### src/rtl/pc_pkg.sv
// Shared types and default constants for the program-counter unit.
// The state enumeration is shared by the unit and anything that inspects it.
package pc_pkg;

  typedef enum logic [1:0] {
    BOOT   = 2'd0,
    RUN    = 2'd1,
    HALTED = 2'd2
  } pc_state_e;

  localparam int unsigned PC_WIDTH     = 16;
  localparam logic [15:0] PC_RESET_VEC = 16'h0800;
  localparam logic [15:0] PC_EXC_VEC   = 16'h0002;
  localparam int unsigned PC_STEP      = 2;

endpackage

### src/rtl/pc_unit_init_if.sv
// Control/observation bundle for pc_unit_init.
// epc exists only when PC_EPC_EN is defined.
interface pc_unit_init_if #(
  parameter int unsigned WIDTH = 16
);

  logic             stall;
  logic             ld_en;
  logic [WIDTH-1:0] ld_addr;
  logic             halt;
  logic             resume;
  logic             exc;
  logic [WIDTH-1:0] pc;
  logic [WIDTH-1:0] pc_seq;
  logic             running;
  logic             wrap;
`ifdef PC_EPC_EN
  logic [WIDTH-1:0] epc;

  modport master (
    output stall, ld_en, ld_addr, halt, resume, exc,
    input  pc, pc_seq, running, wrap, epc
  );

  modport slave (
    input  stall, ld_en, ld_addr, halt, resume, exc,
    output pc, pc_seq, running, wrap, epc
  );
`else
  modport master (
    output stall, ld_en, ld_addr, halt, resume, exc,
    input  pc, pc_seq, running, wrap
  );

  modport slave (
    input  stall, ld_en, ld_addr, halt, resume, exc,
    output pc, pc_seq, running, wrap
  );
`endif

endinterface

### src/rtl/pc_reg.sv
// WIDTH-wide register with load enable and asynchronous active-low preset.
module pc_reg #(
  parameter int unsigned      WIDTH  = 16,
  parameter logic [WIDTH-1:0] PRESET = '0
) (
  input  logic             clk,
  input  logic             rst_n,
  input  logic             ld,
  input  logic [WIDTH-1:0] d,
  output logic [WIDTH-1:0] q
);

  always_ff @(posedge clk or negedge rst_n) begin
    if (!rst_n) begin
      q <= PRESET;
    end else if (ld) begin
      q <= d;
    end
  end

endmodule

### src/rtl/pc_unit_init.sv
// Program counter with BOOT/RUN/HALTED control, redirects, exceptions and wrap flag.
// Optional macro PC_EPC_EN adds the saved exception return address (epc).
module pc_unit_init
  import pc_pkg::*;
#(
  parameter int unsigned      WIDTH     = PC_WIDTH,
  parameter logic [WIDTH-1:0] RESET_VEC = WIDTH'(PC_RESET_VEC),
  parameter int unsigned      STEP      = PC_STEP,
  parameter logic [WIDTH-1:0] EXC_VEC   = WIDTH'(PC_EXC_VEC)
) (
  input  logic           clk,
  input  logic           rst_n,
  pc_unit_init_if.slave  bus
);

  localparam int unsigned SUM_W = WIDTH + 1;

  pc_state_e        state_q;
  pc_state_e        state_d;
  logic             running_q;
  logic             wrap_q;
  logic             wrap_d;
  logic             pc_ld;
  logic [WIDTH-1:0] pc_d;
  logic [WIDTH-1:0] pc_q;
  logic             epc_ld;
  logic [SUM_W-1:0] seq_full;

  // Sequential successor with carry-out to detect overflow.
  assign seq_full = {1'b0, pc_q} + SUM_W'(STEP);

  always_comb begin
    state_d = state_q;
    pc_ld   = 1'b0;
    pc_d    = pc_q;
    wrap_d  = 1'b0;
    epc_ld  = 1'b0;
    unique case (state_q)
      BOOT: begin
        state_d = RUN;
      end
      RUN: begin
        if (bus.exc) begin
          pc_ld  = 1'b1;
          pc_d   = EXC_VEC;
          epc_ld = 1'b1;
        end else if (bus.ld_en) begin
          pc_ld = 1'b1;
          pc_d  = bus.ld_addr;
        end else if (bus.halt) begin
          state_d = HALTED;
        end else if (!bus.stall) begin
          pc_ld  = 1'b1;
          pc_d   = seq_full[WIDTH-1:0];
          wrap_d = seq_full[WIDTH];
        end
      end
      HALTED: begin
        // resume wins over a simultaneous halt or ld_en; pc is left untouched
        if (bus.exc) begin
          state_d = RUN;
          pc_ld   = 1'b1;
          pc_d    = EXC_VEC;
          epc_ld  = 1'b1;
        end else if (bus.resume) begin
          state_d = RUN;
        end else if (bus.ld_en) begin
          pc_ld = 1'b1;
          pc_d  = bus.ld_addr;
        end
      end
      default: begin
        state_d = BOOT;
      end
    endcase
  end

  always_ff @(posedge clk or negedge rst_n) begin
    if (!rst_n) begin
      state_q   <= BOOT;
      running_q <= 1'b0;
      wrap_q    <= 1'b0;
    end else begin
      state_q   <= state_d;
      running_q <= (state_d == RUN);
      wrap_q    <= wrap_d;
    end
  end

  pc_reg #(
    .WIDTH  (WIDTH),
    .PRESET (RESET_VEC)
  ) u_pc_reg (
    .clk   (clk),
    .rst_n (rst_n),
    .ld    (pc_ld),
    .d     (pc_d),
    .q     (pc_q)
  );

`ifdef PC_EPC_EN
  logic [WIDTH-1:0] epc_q;

  // Captures the pc current at the moment an exception is accepted.
  pc_reg #(
    .WIDTH  (WIDTH),
    .PRESET ('0)
  ) u_epc_reg (
    .clk   (clk),
    .rst_n (rst_n),
    .ld    (epc_ld),
    .d     (pc_q),
    .q     (epc_q)
  );

  assign bus.epc = epc_q;
`else
  logic unused_epc_ld;
  assign unused_epc_ld = epc_ld;
`endif

  assign bus.pc      = pc_q;
  assign bus.pc_seq  = seq_full[WIDTH-1:0];
  assign bus.running = running_q;
  assign bus.wrap    = wrap_q;

endmodule

### src/flat_wrapper.sv
// flat-port wrapper written by rule: the top's interface ports become plain ports
module pc_unit_init_flat import pc_pkg::*;
#(
  parameter int unsigned      WIDTH     = PC_WIDTH,
  parameter logic [WIDTH-1:0] RESET_VEC = WIDTH'(PC_RESET_VEC),
  parameter int unsigned      STEP      = PC_STEP,
  parameter logic [WIDTH-1:0] EXC_VEC   = WIDTH'(PC_EXC_VEC)
)
  (clk, rst_n, bus_stall, bus_ld_en, bus_ld_addr, bus_halt, bus_resume, bus_exc, bus_pc, bus_pc_seq, bus_running, bus_wrap);
  pc_unit_init_if #(.WIDTH(WIDTH)) bus_i ();
  input  logic clk;
  input  logic rst_n;
  input wire logic [$bits(bus_i.stall)-1:0] bus_stall;
  input wire logic [$bits(bus_i.ld_en)-1:0] bus_ld_en;
  input wire logic [$bits(bus_i.ld_addr)-1:0] bus_ld_addr;
  input wire logic [$bits(bus_i.halt)-1:0] bus_halt;
  input wire logic [$bits(bus_i.resume)-1:0] bus_resume;
  input wire logic [$bits(bus_i.exc)-1:0] bus_exc;
  output wire logic [$bits(bus_i.pc)-1:0] bus_pc;
  output wire logic [$bits(bus_i.pc_seq)-1:0] bus_pc_seq;
  output wire logic [$bits(bus_i.running)-1:0] bus_running;
  output wire logic [$bits(bus_i.wrap)-1:0] bus_wrap;
  assign bus_i.stall = bus_stall;
  assign bus_i.ld_en = bus_ld_en;
  assign bus_i.ld_addr = bus_ld_addr;
  assign bus_i.halt = bus_halt;
  assign bus_i.resume = bus_resume;
  assign bus_i.exc = bus_exc;
  assign bus_pc = bus_i.pc;
  assign bus_pc_seq = bus_i.pc_seq;
  assign bus_running = bus_i.running;
  assign bus_wrap = bus_i.wrap;
  pc_unit_init #(.WIDTH(WIDTH), .RESET_VEC(RESET_VEC), .STEP(STEP), .EXC_VEC(EXC_VEC)) u_core (.clk(clk), .rst_n(rst_n), .bus(bus_i));
endmodule
### config.mk
export PLATFORM = sky130hd
export DESIGN_NAME = pc_unit_init_flat
export DESIGN_NICKNAME = d
export VERILOG_FILES = /design/src/rtl/pc_pkg.sv /design/src/rtl/pc_unit_init_if.sv /design/src/rtl/pc_reg.sv /design/src/rtl/pc_unit_init.sv /design/src/flat_wrapper.sv
export SDC_FILE = /design/constraint.sdc
export NUM_CORES = 1
export LEC_CHECK = 0
export ABC_AREA = 1
export ABC_CLOCK_PERIOD_IN_PS = 5400
export CAP_MARGIN = 20
export CORE_ASPECT_RATIO = 0.7
export CORE_UTILIZATION = 53
export CTS_CLUSTER_DIAMETER = 100
export DETAILED_ROUTE_END_ITERATION = 8
export PLACE_DENSITY = 0.89
export SYNTH_ARGS = -nofsm -noshare
export SYNTH_HDL_FRONTEND = slang
export SYNTH_HIERARCHICAL = 1
export SYNTH_SLANG_ARGS = --single-unit
### constraint.sdc
create_clock -name clk -period 5.4 [get_ports clk]
set_clock_uncertainty 0.1 [all_clocks]
set_input_delay 0.81 -clock clk [delete_from_list [all_inputs] [get_ports clk]]
set_output_delay 0.81 -clock clk [all_outputs]
set_load 0.01 [all_outputs]
==> results of run 1 <==
-- where the power goes --
part | internal (W) | switching (W)
clock | 0.0000991 | 0.0000573
sequential | 0.000205 | 0.000115
combinational | 0.000340 | 0.000483
total | 0.000645 | 0.000655
-- worst reg2reg max path, delay by kind of cell, from the launching register on --
kind / cells / cell delay [ps]
compound gates: 1 / 180
fa+ha+maj: 1 / 600
buf+inv: 2 / 500
flops: 1 / 410
simple gates: 4 / 660
-- synthesized netlist by cell type (2+ instances only) --
cell | instances | area share, %
nand2_1 | 138 | 24
inv_1 | 44 | 7.8
nand3_1 | 31 | 7.3
nor2_1 | 21 | 3.7
dfrtp_1 | 19 | 22
a21oi_1 | 18 | 4.3
o21ai_0 | 15 | 3.5
nand2_2 | 11 | 3.3
inv_2 | 8 | 1.4
o21ai_1 | 7 | 1.7
ha_1 | 5 | 3.0
nor2_2 | 5 | 1.5
o22ai_1 | 5 | 1.5
and2_1 | 3 | 0.89
buf_2 | 3 | 0.71
buf_6 | 3 | 1.6
nor2_4 | 3 | 1.6
nor3_1 | 3 | 0.71
xor2_1 | 3 | 1.2
buf_4 | 2 | 0.71
nand4_1 | 2 | 0.59
-- layout make-up --
type | count | area [um2]
multi-input cells | 278 | 1320
inverters | 54 | 208
fillers | 323 | 941
clock inverters | 1 | 30.0
well taps | 50 | 62.6
clock buffers | 3 | 41.3
flip-flops and latches | 20 | 502
repair buffers | 57 | 568
-- state kept, by name, indices dropped and copies added (netlist names) --
| signal | count |
|---|---|
| u_core/bus.running | 1 |
| u_core/bus.wrap | 1 |
| u_core/state_q | 2 |
| u_core/u_pc_reg/q | 16 |
-- through the flow --
step	util, %	power, W	std cells	hold WS, ps	setup slack [ps]
CTS	74.4	0.00127	463	458	2170
global route	74.4	0.00138	463	470	2040
detailed placement	72.4	0.00112	459	444	2240
floorplan	-	0.000806	362	396	3210
global placement	72.4	0.00110	459	430	2350
finish	74.4	0.00130	463	461	2090
-- path summary, 6_finish.rpt --
check / startpoint / end / slack [ps]
setup / recovery: u_core/u_pc_reg/q[1] / bus_pc_seq[15] / 2090
hold / removal: u_core/u_pc_reg/q[0] / u_core/u_pc_reg/q[0] / 460
setup reg to reg: u_core/state_q[0] / u_core/u_pc_reg/q[4] / 2890
hold reg to reg: u_core/u_pc_reg/q[0] / u_core/u_pc_reg/q[0] / 460
max in group asynchronous: rst_n / u_core/u_pc_reg/q[0] / 3630
min in group asynchronous: rst_n / u_core/u_pc_reg/q[5] / 970
-- per-layer routing --
| layer | routed length, um | vias up |
|---|---|---|
| met2 | 3010 | 171 |
| met5 | 0 | - |
| li1 | - | 1243 |
| met4 | 97 | 0 |
| met1 | 3110 | 1161 |
| met3 | 1040 | 15 |
-- kinds of logic after synthesis --
logic type / synth area share [%]
adders and majority gates: 2.96
xor gates and xnor gates: 1.66
buffers and inverters: 14.0
DFF: 23.7
AOI/OAI and AO/OA: 13.4
and+or+nand+nor: 44.4
==> flow_metrics.py, run 1 <==
metrics = {
    "floorplanning": {
        "initial_core_util_pct": 57.6,
        "coreArea_mm2": 0.00367,
        "floorplan.die.width_um": 77.5,
        "placementRows": 18,
        "die-area_mm2": 0.00425,
        "floorplan.io_pins": 57,
        "die_y_um": 54.9,
    },
    "placement": {
        "dp.final_hpwl_mm": 5.45,
        "detailed_place.area_mm2": 0.00266,
        "port-buffer-count": 56,
        "globalplace.congestion": 0.995,
    },
    "clock_tree": {
        "cts.reportedPaths.clkPinSlew_ps": 90,
        "cts-resized-gates": 0,
        "total_clock_buffers_created_by_cts": 3,
        "clock_insertion_delay_worst_skew_ps": 270,
        "cts_post_setup_buffers_inserted": 0,
        "tritoncts": "built",
        "cts.path.max_buffers": 2,
        "cts-hold-fix-buffers": 0,
        "cts_sinks": 20,
        "clock-root-buffer": "clkbuf_8",
        "htreeDepth": 1,
    },
    "detailed_routing": {
        "drt_pass_1_iters": 5,
        "drt-wirelength-per-cell_um": 15.7,
        "detail_route.vias_per_cell": 5.59,
        "wl_mm": 7.26,
        "detailedRoute.firstIterationViolations": 338,
        "ant_nets": 0,
        "routed-via-count": 2590,
        "drt_drc_violations_left": 0,
    },
    "grt": {
        "met1_usage_in_global_routing_pct": 48.6,
        "initial_antenna_violation_count": 0,
        "grtUsageMet2_pct": 55.5,
        "grt_util_met3_pct": 10.5,
        "grt_first_pass_wirelength_mm": 11.0,
        "grt_pass1_vias": 2236,
        "grt-ovfl-total": 0,
        "grt_start_max_net_pins": 21,
        "grtUsageTotal_pct": 35.3,
        "global_route.peak_usage_layer": "met2",
    },
    "layout": {
        "layout-drive-gt1-share_pct": 8.96,
        "layout_commonest_cell": "nand2_1",
        "diode_count": 0,
        "top_library_cells_by_usage_in_the_layout_fill_and_taps_aside": "nand2_1, clkdlybuf4s50_1, inv_1",
        "final_design_area_no_fill_mm2": 0.00273,
        "layout-area-overhead-vs-synth_pct": 29.0,
        "nets": 442,
    },
    "min_path": {
        "hold_crit_depth": 2,
        "hold_path_class": "reg -> reg",
    },
    "setup_path": {
        "path_depth": 6,
        "setup.worst_path.end_class": "output port",
        "slowest_stage": "dfrtp_1",
        "crit_path_start_kind": "flop",
        "cp_data_arrival_time_ps": 2400,
        "worstPathMaxFanout": 9,
        "worst_setup_path_class": "reg -> out",
        "cell_family_contributing_the_most_delay_on_the_critical_path": "simple AND/OR/NAND/NOR gates",
        "critical_path.cell_chain": "ha_1 -> nand3_1 -> nor2_1 -> nand4_1 -> nand2_1 -> clkdlybuf4s50_1",
        "reg2reg_depth": 8,
        "worstPathBufferInverterCount": 1,
        "cp.required_ps": 4490,
        "critPathMaxStageDelay_ps": 570,
    },
    "timing": {
        "setup_total_negative_slack_ps": 0,
        "finalSetupViolations": 0,
        "report.final.hold_viol_count": 0,
        "timing_worst_slew_pin_value_ps": 979,
        "post-route-period-util_pct": 61.3,
        "relSlewSlack_pct": 34.6,
        "max_freq_mhz": 302,
        "timing.final.max_slew_violations": 0,
        "rsz0062_at_grt": "no",
        "post-route-min-period_ps": 3310,
    },
    "synthesis": {
        "syn_area_per_cell_um2": 5.84,
        "synthesis.area_mm2": 0.00212,
        "synth-warning-count": 6,
        "synth_fp_nets": 390,
        "postSynth.asyncResetShare_pct": 100,
        "synth-edff-count": 0,
        "dominantRegCellSynth": "dfrtp_1",
        "syn-instance-count": 362,
        "synth_seq_area_share_pct": 23.7,
        "yosysUniqueCellTypes": 34,
        "synth.ff_latch_count": 20,
    },
    "power": {
        "power-per-cell-area_mw_per_mm2": 476,
        "power_leakage_nw": 1.31,
        "vdd_ir_drop_max_uv": 365,
    },
    "status": {
        "run_status": "complete, no violations",
    },
    "flow_run": {
        "drv.max_cap_violation_count": 0,
    },
}
Power figures use the tool's default switching activity.
==> inputs of run 2 (changes only) <==
Settings changed: ABC_CLOCK_PERIOD_IN_PS 5400 to 3120, CORE_UTILIZATION 53 to 49, PLACE_DENSITY 0.89 to 0.83.
Clock period 5.4 ns to 3.12 ns, I/O delays scaled along.
==> run 2 against run 1 <==
Compared with the run above: clock-buffer cell count is 1 higher; sequential share of layout area barely moved; total power is 64% higher; utilization decreased by 6.3 points; clock power rose by 15%; worst setup slack got worse by 1900 ps; combinational power rose by 72%; via count grew 0.89%; first-iteration DRC count up 20%; final cell count up 1.3%; sequential power rose by 68%; die area up 7.9%; critical endpoint unchanged.
==> flow_metrics.py, run 2 (synthesis results as in run 1) <==
metrics = {
    "grt": {
        "grtUsageTotal_pct": 31.1,
        "met1_usage_in_global_routing_pct": 46.0,
        "grt-ovfl-total": 0,
        "grt_util_met3_pct": 4.80,
        "global_route.peak_usage_layer": "met2",
        "grtUsageMet2_pct": 47.9,
        "grt_first_pass_wirelength_mm": 11.1,
        "initial_antenna_violation_count": 0,
        "grt_start_max_net_pins": 21,
        "grt_pass1_vias": 2332,
    },
    "floorplanning": {
        "initial_core_util_pct": 52.7,
        "coreArea_mm2": 0.00402,
        "placementRows": 19,
        "floorplan.die.width_um": 80.5,
        "floorplan.io_pins": 57,
        "die-area_mm2": 0.00459,
        "die_y_um": 57.0,
    },
    "timing": {
        "post-route-min-period_ps": 2970,
        "max_freq_mhz": 336,
        "post-route-period-util_pct": 95.3,
        "timing.final.max_slew_violations": 0,
        "timing_worst_slew_pin_value_ps": 502,
        "rsz0062_at_grt": "no",
        "relSlewSlack_pct": 66.5,
        "setup_total_negative_slack_ps": 0,
        "finalSetupViolations": 0,
        "report.final.hold_viol_count": 0,
    },
    "clock_tree": {
        "total_clock_buffers_created_by_cts": 3,
        "clock_insertion_delay_worst_skew_ps": 260,
        "cts.path.max_buffers": 2,
        "cts.reportedPaths.clkPinSlew_ps": 70,
        "cts-hold-fix-buffers": 0,
        "cts-resized-gates": 0,
        "tritoncts": "built",
        "cts_sinks": 20,
        "htreeDepth": 1,
        "clock-root-buffer": "clkbuf_8",
        "cts_post_setup_buffers_inserted": 0,
    },
    "setup_path": {
        "setup.worst_path.end_class": "output port",
        "worst_setup_path_class": "reg -> out",
        "cp_data_arrival_time_ps": 2400,
        "worstPathMaxFanout": 9,
        "crit_path_start_kind": "flop",
        "cp.required_ps": 2550,
    },
    "detailed_routing": {
        "routed-via-count": 2613,
        "detailedRoute.firstIterationViolations": 404,
        "drt_drc_violations_left": 0,
        "ant_nets": 0,
        "drt-wirelength-per-cell_um": 14.2,
        "detail_route.vias_per_cell": 5.57,
        "wl_mm": 6.65,
        "drt_pass_1_iters": 5,
    },
    "power": {
        "power-per-cell-area_mw_per_mm2": 778,
        "finalPower_w": 0.00213,
        "power_leakage_nw": 1.32,
        "vdd_ir_drop_max_uv": 592,
    },
    "layout": {
        "layout-area-overhead-vs-synth_pct": 29.3,
        "register_name_with_the_most_flops": "u_core/u_pc_reg/q",
        "total_of_fill_cells_in_the_finished_design": 375,
        "largest_reg_flops": 16,
        "top_library_cells_by_usage_in_the_layout_fill_and_taps_aside": "nand2_1, clkdlybuf4s50_1, inv_1",
        "layout-drive-gt1-share_pct": 9.59,
        "diode_count": 0,
        "top_regs": "u_core/u_pc_reg/q x16, u_core/state_q x2",
        "utilization_pct": 68.1,
        "multi_input_area_mm2": 0.00132,
        "register_area_um2": 502,
        "nets": 446,
        "layout_commonest_cell": "nand2_1",
    },
    "min_path": {
        "hold_path_class": "reg -> reg",
    },
    "placement": {
        "globalplace.congestion": 0.983,
        "dp.final_hpwl_mm": 5.09,
        "port-buffer-count": 56,
    },
    "flow_run": {
        "drv.max_cap_violation_count": 0,
    },
    "status": {
        "run_status": "complete, no violations",
    },
}
-- run 2: changes by cell type in the layout (fill, tap and decap cells not counted), sizes merged --
cell,delta
buf,+4
clkbuf,+1
bufinv,-1
-- run 2: routing by layer --
layer	up-vias	part of all wire [%]
li1	1248	-
met1	1183	45
met2	171	43
met3	11	11
met4	0	1.2
met5	-	0
-- run 2: final cells by class --
| class | count | share of cell area [%] |
|---|---|---|
| Tap cell | 52 | 2.38 |
| Clock buffer | 4 | 1.65 |
| Timing Repair Buffer | 61 | 21.9 |
| Sequential cell | 20 | 18.3 |
| Multi-Input combinational cell | 278 | 48.2 |
| Inverter | 54 | 7.59 |
-- run 2: power breakdown --
group          internal, W  switching, W  leakage [nW]
registers         0.000356      0.000179         0.261
clock network    0.0000909     0.0000880        0.0228
logic             0.000605      0.000811          1.04
-- run 2: through the flow --
| stage | area [um2] | cells | hold WS, ps | setup WS, ps |
|---|---|---|---|---|
| CTS | 2740 | 469 | 440 | 207 |
| floorplan | 2120 | 362 | 72.4 | 1240 |
| global placement | 2690 | 465 | 427 | 557 |
| global route | 2740 | 469 | 471 | 19.1 |
| detailed placement | 2690 | 465 | 431 | 495 |
| finish | 2740 | 469 | 444 | 147 |
-- run 2: path summary, 6_finish.rpt --
kind | from | end | slack [ps] | cells after the start
setup / recovery | u_core/u_pc_reg/q[1] | bus_pc_seq[15] | 150 | 6
setup reg to reg | u_core/state_q[0] | u_core/u_pc_reg/q[5] | 830 | 8
hold / removal | u_core/u_pc_reg/q[11] | u_core/u_pc_reg/q[11] | 440 | 2
max in group asynchronous | rst_n | u_core/u_pc_reg/q[11] | 2190 | 2
hold reg to reg | u_core/u_pc_reg/q[11] | u_core/u_pc_reg/q[11] | 440 | 2
min in group asynchronous | rst_n | u_core/u_pc_reg/q[7] | 460 | 2
-- run 2: critical path: stages (launching register included) --
cell	delay [ps]
dfrtp_1	540
ha_1	300
nand3_1	210
nor2_1	270
nand4_1	180
nand2_1	110
clkdlybuf4s50_1	540
==> inputs of run 3 (changes only) <==
Settings changed: CELL_PAD_IN_SITES_DETAIL_PLACEMENT from default to 0, CELL_PAD_IN_SITES_GLOBAL_PLACEMENT from default to 1, CORE_UTILIZATION 49 to 33.
==> run 3 against run 2 <==
Compared with the run above: the flow now finishes with violations (design-rule violations); final cell count grew 5.3%; global-route usage shrank 8.9 points; worst setup slack gained 35 ps; sequential cell count is the same; die area grew 47%; register-to-register slack gained 130 ps; critical path type unchanged; non-clock buffer count grew 2; highest routed layer unchanged; clock power grew 4%; largest power group unchanged.
==> flow_metrics.py, run 3 (synthesis results as in run 1) <==
metrics = {
    "status": {
        "run_status": "finished with violations",
        "violations": "design-rule violations",
    },
    "floorplanning": {
        "floorplan.io_pins": 57,
        "die-area_mm2": 0.00674,
        "die_y_um": 69.0,
        "initial_core_util_pct": 35.5,
        "placementRows": 23,
        "floorplan.die.width_um": 97.7,
        "coreArea_mm2": 0.00596,
    },
    "grt": {
        "grt_start_max_net_pins": 21,
        "initial_antenna_violation_count": 0,
        "grt-ovfl-total": 0,
        "grt_pass1_vias": 2235,
        "grtUsageTotal_pct": 22.2,
        "grt_first_pass_wirelength_mm": 11.4,
    },
    "setup_path": {
        "regToRegEndpoint": "u_core/u_pc_reg/q[7]",
        "r2r_start": "u_core/state_q[0]",
        "setup.worst_path.end_class": "output port",
        "r2r_setup_slack_ps": 960,
        "reg2reg_depth": 11,
        "worstSetupStartpoint": "u_core/u_pc_reg/q[1]",
        "cp.required_ps": 2550,
        "cp_data_arrival_time_ps": 2370,
        "worst_setup_path_class": "reg -> out",
        "worstPathMaxFanout": 9,
        "crit_path_start_kind": "flop",
        "timing.critical_path.to": "bus_pc_seq[15]",
    },
    "timing": {
        "timing_worst_slew_pin_value_ps": 514,
        "setup_slack_ps": 183,
        "relSlewSlack_pct": 65.7,
        "timing.final.max_slew_violations": 0,
        "report.final.hold_viol_count": 0,
        "max_freq_mhz": 340,
        "rsz0062_at_grt": "no",
        "finalSetupViolations": 0,
        "post-route-min-period_ps": 2940,
        "post-route-period-util_pct": 94.1,
        "setup_total_negative_slack_ps": 0,
    },
    "power": {
        "reg_power_share_pct": 24.7,
        "share_comb_of_total_power_pct": 66.7,
        "power-per-cell-area_mw_per_mm2": 780,
        "cellInternalPower_w": 0.00107,
        "power.switching_fraction_pct": 50.7,
        "vdd_ir_drop_max_uv": 415,
        "pwr-share-clk_pct": 8.6,
        "power_leakage_nw": 1.33,
        "p_switching_w": 0.00110,
    },
    "detailed_routing": {
        "ant_nets": 0,
        "detailedRoute.firstIterationViolations": 200,
        "wl_mm": 7.04,
        "detail_route.vias_per_cell": 4.98,
        "routed-via-count": 2458,
        "drt-wirelength-per-cell_um": 14.2,
        "drt_pass_1_iters": 7,
        "drt_drc_violations_left": 4,
    },
    "placement": {
        "dp.final_hpwl_mm": 5.34,
        "dp_worst_setup_slack_ps": 507,
        "port-buffer-count": 56,
        "globalplace.congestion": 0.864,
    },
    "layout": {
        "layout-area-overhead-vs-synth_pct": 31.4,
        "layout-drive-gt1-share_pct": 10.0,
        "multi_input_area_mm2": 0.00132,
        "register_area_um2": 502,
        "nets": 448,
        "utilization_pct": 46.7,
        "diode_count": 0,
        "register_name_with_the_most_flops": "u_core/u_pc_reg/q",
        "total_of_fill_cells_in_the_finished_design": 636,
        "layout_commonest_cell": "nand2_1",
        "top_library_cells_by_usage_in_the_layout_fill_and_taps_aside": "nand2_1, clkdlybuf4s50_1, inv_1",
        "top_regs": "u_core/u_pc_reg/q x16, u_core/state_q x2",
        "largest_reg_flops": 16,
    },
    "flow_run": {
        "drv.max_cap_violation_count": 0,
    },
    "clock_tree": {
        "cts-resized-gates": 0,
        "cts_sinks": 20,
        "clock_insertion_delay_worst_skew_ps": 270,
        "cts.path.max_buffers": 2,
        "clock-root-buffer": "clkbuf_8",
        "tritoncts": "built",
        "cts.reportedPaths.clkPinSlew_ps": 80,
        "cts-hold-fix-buffers": 0,
        "cts_post_setup_buffers_inserted": 0,
        "total_clock_buffers_created_by_cts": 3,
        "htreeDepth": 1,
    },
    "min_path": {
        "hold_path_class": "reg -> reg",
    },
}
==> run 3: cell types whose count changed in the layout (fill, tap and decap cells not counted), sizes merged <==
cell / previous run / this run
buf: 5 / 7
==> run 3: worst min path at each step <==
| stage | end | startpoint | depth (start not counted) | slack, ps |
|---|---|---|---|---|
| detailed placement | u_core/u_pc_reg/q[0] | u_core/u_pc_reg/q[0] | 2 | 420 |
| CTS | u_core/u_pc_reg/q[11] | u_core/u_pc_reg/q[11] | 2 | 450 |
| global route | u_core/u_pc_reg/q[11] | u_core/u_pc_reg/q[11] | 2 | 460 |
| global placement | u_core/u_pc_reg/q[11] | u_core/u_pc_reg/q[11] | 2 | 410 |
| finish | u_core/u_pc_reg/q[11] | u_core/u_pc_reg/q[11] | 2 | 440 |
| floorplan | u_core/bus.running | rst_n | 0 | 70 |
==> run 3: critical path: stages (launching register included) <==
cell and delay [ps]:
dfrtp_1 530, ha_1 300, nand3_1 170, nor2_1 280, nand4_1 170, nand2_1 110, clkdlybuf4s50_1 540
==> run 3: layout make-up <==
class	instances	area share [%]
Inverter	54	7.47
Clock buffer	4	1.62
Tap cell	75	3.38
Timing Repair Buffer	63	22.1
Multi-Input combinational cell	278	47.4
Sequential cell	20	18.0
==> run 3: per-stage QoR <==
stage                     hold WS (ps)  power [W]  instances  cell area [um2]
after global routing               456    0.00237        494             2780
after CTS                          448    0.00218        494             2780
final                              436    0.00217        494             2780
after floorplan                   72.4    0.00139        362             2120
after global placement             412    0.00196        490             2740
after detailed placement           417    0.00198        490             2740
==> run 3: power by group through the flow <==
stage | logic [W] | clock network [W] | registers (W)
detailed placement | 0.00144 | 0 | 0.000540
global route | 0.00161 | 0.000203 | 0.000558
CTS | 0.00144 | 0.000194 | 0.000536
finish | 0.00145 | 0.000186 | 0.000535
floorplan | 0.000880 | 0 | 0.000515
global placement | 0.00143 | 0 | 0.000538
==> run 3: metal layers <==
layer | vias up | GRT usage [%] | wire, um
li1 | 1250 | - | -
met1 | 1105 | 33.0 | 3570
met2 | 101 | 34.1 | 2880
met3 | 2 | 3.23 | 564
met4 | 0 | 4.36 | 25
met5 | - | 0 | 0
